<file path="src/rtl/fcvtws_ctrl_if.sv">
// Operand and result handshake bundle for the fcvtws issue/collect stage.
// Carries no state, so it adds no latency.
// Backpressure: in_ready throttles issue and out_ready throttles result drain.
interface fcvtws_ctrl_if #(
  parameter int TAG_W = 5
);
  logic             in_valid;
  logic             in_ready;
  logic [31:0]      in_x;
  logic [TAG_W-1:0] in_tag;
  logic             out_valid;
  logic             out_ready;
  logic [31:0]      out_y;
  logic [TAG_W-1:0] out_tag;
  logic             out_ovf;
  logic             busy;

  modport master (
    output in_valid, in_x, in_tag, out_ready,
    input  in_ready, out_valid, out_y, out_tag, out_ovf, busy
  );

  modport slave (
    input  in_valid, in_x, in_tag, out_ready,
    output in_ready, out_valid, out_y, out_tag, out_ovf, busy
  );
endinterface

</file>
<file path="src/rtl/fcvtws_ctrl.sv">
// Issue/collect stage around a 1-cycle float32->int32 converter with an in-order result FIFO.
// Latency: 2 edges from operand accept to FIFO head; optional macro FCVTWS_CTRL_SATURATE_EN.
// Backpressure: credit based; in_ready only while in-flight plus buffered ops < DEPTH.
module fcvtws_ctrl #(
  parameter int TAG_W = 5,
  parameter int DEPTH = 4
) (
  input logic          clk,
  input logic          rstn,
  fcvtws_ctrl_if.slave io
);
  localparam int PW = (DEPTH > 1) ? $clog2(DEPTH) : 1;
  localparam int CW = $clog2(DEPTH) + 1;
  localparam logic [PW-1:0] PTR_ONE = 1;
  localparam logic [CW-1:0] CNT_ONE = 1;
  localparam logic [CW:0]   DEPTH_C = DEPTH[CW:0];

  // Converter datapath and operand classification
  logic [7:0]  x_exp;
  logic [23:0] x_man;
  logic [4:0]  x_sh;
  logic [62:0] x_fix;
  logic [31:0] x_mag;
  logic [31:0] x_conv;
  logic        x_zero;
  logic        x_min;
  logic        x_big;
  logic        x_ovf_neg;
`ifdef FCVTWS_CTRL_SATURATE_EN
  logic        x_nan;
`endif

  // Stage register (the op between accept and FIFO push)
  logic             st_vld;
  logic [TAG_W-1:0] st_tag;
  logic [31:0]      st_conv;
  logic             st_zero;
  logic             st_min;
  logic             st_big;
  logic             st_ovf_neg;
  logic [31:0]      st_res;

  // Result FIFO
  logic [31:0]      mem_y   [DEPTH];
  logic [TAG_W-1:0] mem_tag [DEPTH];
  logic             mem_ovf [DEPTH];
  logic [PW-1:0]    wptr;
  logic [PW-1:0]    rptr;
  logic [CW-1:0]    count;
  logic [CW:0]      used;
  logic             accept;
  logic             push;
  logic             pop;
  logic             nonempty;

  // Fixed-point conversion: mantissa placed with 32 fraction bits, rounded half away from zero
  always_comb begin
    x_exp  = io.in_x[30:23];
    x_man  = {1'b1, io.in_x[22:0]};
    x_sh   = 5'(8'd157 - x_exp);
    x_fix  = {x_man, 39'd0} >> x_sh;
    x_mag  = {1'b0, x_fix[62:32]} + {31'd0, x_fix[31]};
    x_conv = io.in_x[31] ? (32'd0 - x_mag) : x_mag;
    x_zero = (x_exp <= 8'd125);
    x_min  = (io.in_x == 32'hCF00_0000);
    x_big  = (x_exp >= 8'd158) && !x_min;
`ifdef FCVTWS_CTRL_SATURATE_EN
    x_nan     = (x_exp == 8'hFF) && (io.in_x[22:0] != 23'd0);
    x_ovf_neg = io.in_x[31] && !x_nan;
`else
    x_ovf_neg = 1'b1;
`endif
  end

  assign used     = {1'b0, count} + {{CW{1'b0}}, st_vld};
  assign io.in_ready = rstn && (used < DEPTH_C);
  assign accept   = io.in_valid && io.in_ready;
  assign push     = st_vld;
  assign nonempty = (count != '0);
  assign pop      = nonempty && io.out_ready;

  // In-flight flag: one op per accept, retired into the FIFO on the following edge
  always_ff @(posedge clk) begin
    if (!rstn) st_vld <= 1'b0;
    else       st_vld <= accept;
  end

  // Capture converter output, tag and class flags with the accepted op
  always_ff @(posedge clk) begin
    if (accept) begin
      st_tag     <= io.in_tag;
      st_conv    <= x_conv;
      st_zero    <= x_zero;
      st_min     <= x_min;
      st_big     <= x_big;
      st_ovf_neg <= x_ovf_neg;
    end
  end

  // Fix up ranges the converter cannot represent
  always_comb begin
    st_res = st_conv;
    if (st_zero)     st_res = 32'd0;
    else if (st_min) st_res = 32'h8000_0000;
    else if (st_big) st_res = st_ovf_neg ? 32'h8000_0000 : 32'h7FFF_FFFF;
  end

  // FIFO storage write; contents are only observed through count, so no reset
  always_ff @(posedge clk) begin
    if (rstn && push) begin
      mem_y[wptr]   <= st_res;
      mem_tag[wptr] <= st_tag;
      mem_ovf[wptr] <= st_big;
    end
  end

  // FIFO pointers and occupancy; simultaneous push and pop leaves count unchanged
  always_ff @(posedge clk) begin
    if (!rstn) begin
      wptr  <= '0;
      rptr  <= '0;
      count <= '0;
    end else begin
      if (push) wptr <= wptr + PTR_ONE;
      if (pop)  rptr <= rptr + PTR_ONE;
      if (push && !pop)      count <= count + CNT_ONE;
      else if (!push && pop) count <= count - CNT_ONE;
    end
  end

  assign io.out_valid = nonempty;
  assign io.out_y     = nonempty ? mem_y[rptr]   : 32'd0;
  assign io.out_tag   = nonempty ? mem_tag[rptr] : '0;
  assign io.out_ovf   = nonempty ? mem_ovf[rptr] : 1'b0;
  assign io.busy      = st_vld || nonempty;
endmodule

</file>
<file path="src/flat_wrapper.sv">
// flat-port wrapper written by rule: the top's interface ports become plain ports
module fcvtws_ctrl_flat 
#(
  parameter int TAG_W = 5,
  parameter int DEPTH = 4
)
  (clk, rstn, io_in_valid, io_in_x, io_in_tag, io_out_ready, io_in_ready, io_out_valid, io_out_y, io_out_tag, io_out_ovf, io_busy);
  fcvtws_ctrl_if #(.TAG_W(TAG_W)) io_i ();
  input logic clk;
  input logic rstn;
  input wire logic [$bits(io_i.in_valid)-1:0] io_in_valid;
  input wire logic [$bits(io_i.in_x)-1:0] io_in_x;
  input wire logic [$bits(io_i.in_tag)-1:0] io_in_tag;
  input wire logic [$bits(io_i.out_ready)-1:0] io_out_ready;
  output wire logic [$bits(io_i.in_ready)-1:0] io_in_ready;
  output wire logic [$bits(io_i.out_valid)-1:0] io_out_valid;
  output wire logic [$bits(io_i.out_y)-1:0] io_out_y;
  output wire logic [$bits(io_i.out_tag)-1:0] io_out_tag;
  output wire logic [$bits(io_i.out_ovf)-1:0] io_out_ovf;
  output wire logic [$bits(io_i.busy)-1:0] io_busy;
  assign io_i.in_valid = io_in_valid;
  assign io_i.in_x = io_in_x;
  assign io_i.in_tag = io_in_tag;
  assign io_i.out_ready = io_out_ready;
  assign io_in_ready = io_i.in_ready;
  assign io_out_valid = io_i.out_valid;
  assign io_out_y = io_i.out_y;
  assign io_out_tag = io_i.out_tag;
  assign io_out_ovf = io_i.out_ovf;
  assign io_busy = io_i.busy;
  fcvtws_ctrl #(.TAG_W(TAG_W), .DEPTH(DEPTH)) u_core (.clk(clk), .rstn(rstn), .io(io_i));
endmodule
</file>
<file path="config.mk">
export PLATFORM = sky130hd
export DESIGN_NAME = fcvtws_ctrl_flat
export DESIGN_NICKNAME = d
export VERILOG_FILES = /design/src/rtl/fcvtws_ctrl_if.sv /design/src/rtl/fcvtws_ctrl.sv /design/src/flat_wrapper.sv
export SDC_FILE = /design/constraint.sdc
export NUM_CORES = 1
export LEC_CHECK = 0
export ABC_CLOCK_PERIOD_IN_PS = 5890
export CAP_MARGIN = 20
export CORE_ASPECT_RATIO = 1.25
export CORE_MARGIN = 1.5
export CORE_UTILIZATION = 60
export CTS_CLUSTER_DIAMETER = 50
export DETAILED_ROUTE_END_ITERATION = 8
export DONT_BUFFER_PORTS = 1
export GPL_TIMING_DRIVEN = 0
export PLACE_DENSITY_LB_ADDON = 0.12
export SYNTH_ARGS = -nofsm -noshare
export SYNTH_HDL_FRONTEND = slang
export SYNTH_SLANG_ARGS = --single-unit
</file>
<file path="constraint.sdc">
create_clock -name clk -period 5.89 [get_ports clk]
set_clock_uncertainty 0.2 [all_clocks]
set_input_delay 1.178 -clock clk [delete_from_list [all_inputs] [get_ports clk]]
set_output_delay 1.178 -clock clk [all_outputs]
set_load 0.02 [all_outputs]
</file>
==> qor.csv <==
metric,value,unit
Initial Util,0.608,
via count,8196,
post-synthesis async set-or-reset flop share,0,
PwrDens,345,nW/um2
final non-filler cell area,13000,um2
Post-synth EDFFs,192,
Hold/Removal Path Class,reg -> reg,
fin crit period,5680,ps
Placed Instances,1148,
clk root buf,clkbuf_16,
DR pass1 iterations,6,
crit path DAT,5770,ps
Antenna Nets Post-Route,0,
crit path kind,in -> reg,
CTS tree,done,
vias in the first global route,8489,
Logic pwr share,0.348,
final hold vios,0,
gr usage total,0.336,
IO Count,82,
hpwl dp,24400,um
"Net Count, Synth",929,
Pint,2910,uW
global-route wire length before repair,51000,um
clock tree buffer depth,3,
worst-path fanout max,10,
cell count after synthesis,878,
max_slew headroom,0.327,
Non-Filler Instances,1190,
outcome,"complete, no violations",
proportion of layout cells with a drive suffix above 1,0.215,
Vias/cell,6.89,
largest net degree at the start of global routing,36,
I/O Buffers,0,
register area share after synthesis,0.508,
Hold Startpoint,u_core.st_tag[4],
ranking of synthesized cells by area,"edfxtp_1, mux4_2, and2_1",
slew of the pin with the lowest slew margin,1000,ps
initial antenna violation count,0,
grt ovf,0,
crit end category,flip-flop,
Most used DFF post-synth,edfxtp_1,
"Reg clk slew, reported paths",60,ps
clock tree sinks,202,
placed cell area,12200,um2
fin crit share,0.964,
fin nets,964,
Final Routed Wirelength,33800,um
DRT iter0 DRCs,895,
max_cap viols,0,
pre-CTS setup slack,-889,ps
post-synth top area share,0.491,
VDD IR max,272,uV
FP Rows,57,
share of power burned in registers,0.384,
Final setup viols,0,
CP cell instances,ha_2 > buf_4 > xnor2_1 > buf_2 > nand2_1 > o221ai_1 > nand2b_1 > a211oi_4 > buf_6 > nand4_4 > o311a_1 > nor4_2 > nand4b_2 > nor4_4 > a311oi_1 > a211oi_1,
Layout fillers,1283,
die span in y,159,um
Synth cell types,98,
Avg WL per Cell,28.4,um
Seq cells post-synth,202,
total net switching power,1560,uW
Clock Power Share,0.268,
PnR worst setup slack,211,ps
mapped cell area,11800,um2
H-tree Lvls,1,
Lkg Pwr,0.00428,uW
DIE AREA,20400,um2
Ys Warns,0,
total power,4470,uW
largest area contributor in the netlist,edfxtp_1,
f_max,176,MHz
ANT cells,0,
startpoint types,input pin,
Post-synth top cells,"edfxtp_1, and2_1, mux4_2, nand2_1, nor2_1",
fin. max-slew vios,0,
placer congestion estimate,0.977,
"Slowest-stage cell, CP",o221ai_1,
top-count cell post-synth,edfxtp_1,
Chip Width,128,um
drt drc,0,
clock latency on the worst-skew pair,480,ps
core area,19300,um2
CTS Buf Count,18,
syn_area_per_cell,13.4,um2
Required @ worst endpoint,5980,ps
Worst R2R Start,u_core.count[2],
switching share of power,0.348,
slowest cell delay on critical path,540,ps
Area growth syn-to-layout,10.3,%
Crit. Startpoint,io_in_x[24],
[logic make-up after synthesis]
family / count (synthesis) / synth area share
compound gates: 151 / 0.100
xor+xnor: 48 / 0.0402
fa+ha+maj: 10 / 0.0113
buf+inv: 67 / 0.0331
flops: 202 / 0.508
mux: 118 / 0.169
simple gates: 282 / 0.138
[registers in the layout, summed over array words and instances (netlist names), 2 cells and up, named ones only]
signal	cells
u_core.mem_ovf	4
u_core.wptr	2
u_core.st_tag	5
u_core.rptr	2
u_core.count	3
u_core.mem_tag	20
u_core.mem_y	128
u_core.st_conv	32
[per-layer routing]
metal / vias up / track usage / part of all wire / routed length [um]
met5: - / 0 / 0 / 0
met2: 448 / 0.615 / 0.53 / 18100
met3: 166 / 0.0544 / 0.058 / 1970
met4: 0 / 0.228 / 0.081 / 2730
met1: 4069 / 0.347 / 0.33 / 11000
li1: 3513 / - / - / -
[repair_timing]
action / 4_1_cts / 5_1_grt
gates resized for setup: 5 / 9
cloned: 0 / 0
pin swaps: 2 / 4
hold buffers: 0 / 0
endpoints found under the setup margin: 11 / 11
buffers inserted: 6 / 6
[final cells by class]
class | count | area, um2 | share of cell area
Clock buffer | 24 | 546 | 0.0421
Tap cell | 265 | 332 | 0.0256
Multi-Input combinational cell | 609 | 5460 | 0.421
Sequential cell | 202 | 5970 | 0.460
Timing Repair Buffer | 17 | 190 | 0.0147
Buffer | 52 | 344 | 0.0265
Clock inverter | 8 | 73.8 | 0.00570
Inverter | 13 | 48.8 | 0.00376
[worst paths after layout]
path	end	slack, ps	cells past startpoint
max	u_core.st_conv[30]	210	16
min	u_core.mem_tag[0][4]	310	0
max reg2reg	u_core.count[2]	3070	9
min reg2reg	u_core.mem_tag[0][4]	310	0
[layout by cell type (no fill, tap or decap), drive strengths merged, types with 23 or more instances in the layout]
cell / count
o21ai: 25
xnor2: 33
a21oi: 23
nand2: 50
and2: 77
edfxtp: 192
clkbuf: 49
nor2: 44
mux4: 63
mux2i: 40
buf: 44
[worst max-delay path: cells and delay by family]
family,cells,cell delay [ps]
AO/OA/AOI/OAI,5,1780
XOR/XNOR,1,200
buffers and inverters,3,670
adder cells (fa/ha/maj),1,150
AND/OR/NAND/NOR,6,1760
[through the flow]
stage	TNS [ps]	hold slack, ps	util
2_1_floorplan	0	259	-
3_3_place_gp	-8760	269	0.625
3_5_place_dp	-10270	290	0.631
4_1_cts	0	306	0.666
5_1_grt	-36.4	316	0.671
6_report	0	305	0.671
[power by group through the flow]
stage                     registers [uW]  logic [uW]  clock network (uW)
after floorplan                     1730        1160                   0
after global placement              1740        1430                   0
after detailed placement            1740        1480                   0
after CTS                           1720        1530                1210
after global routing                1720        1650                1260
final                               1720        1560                1200
(Power assumes the default switching activity.)
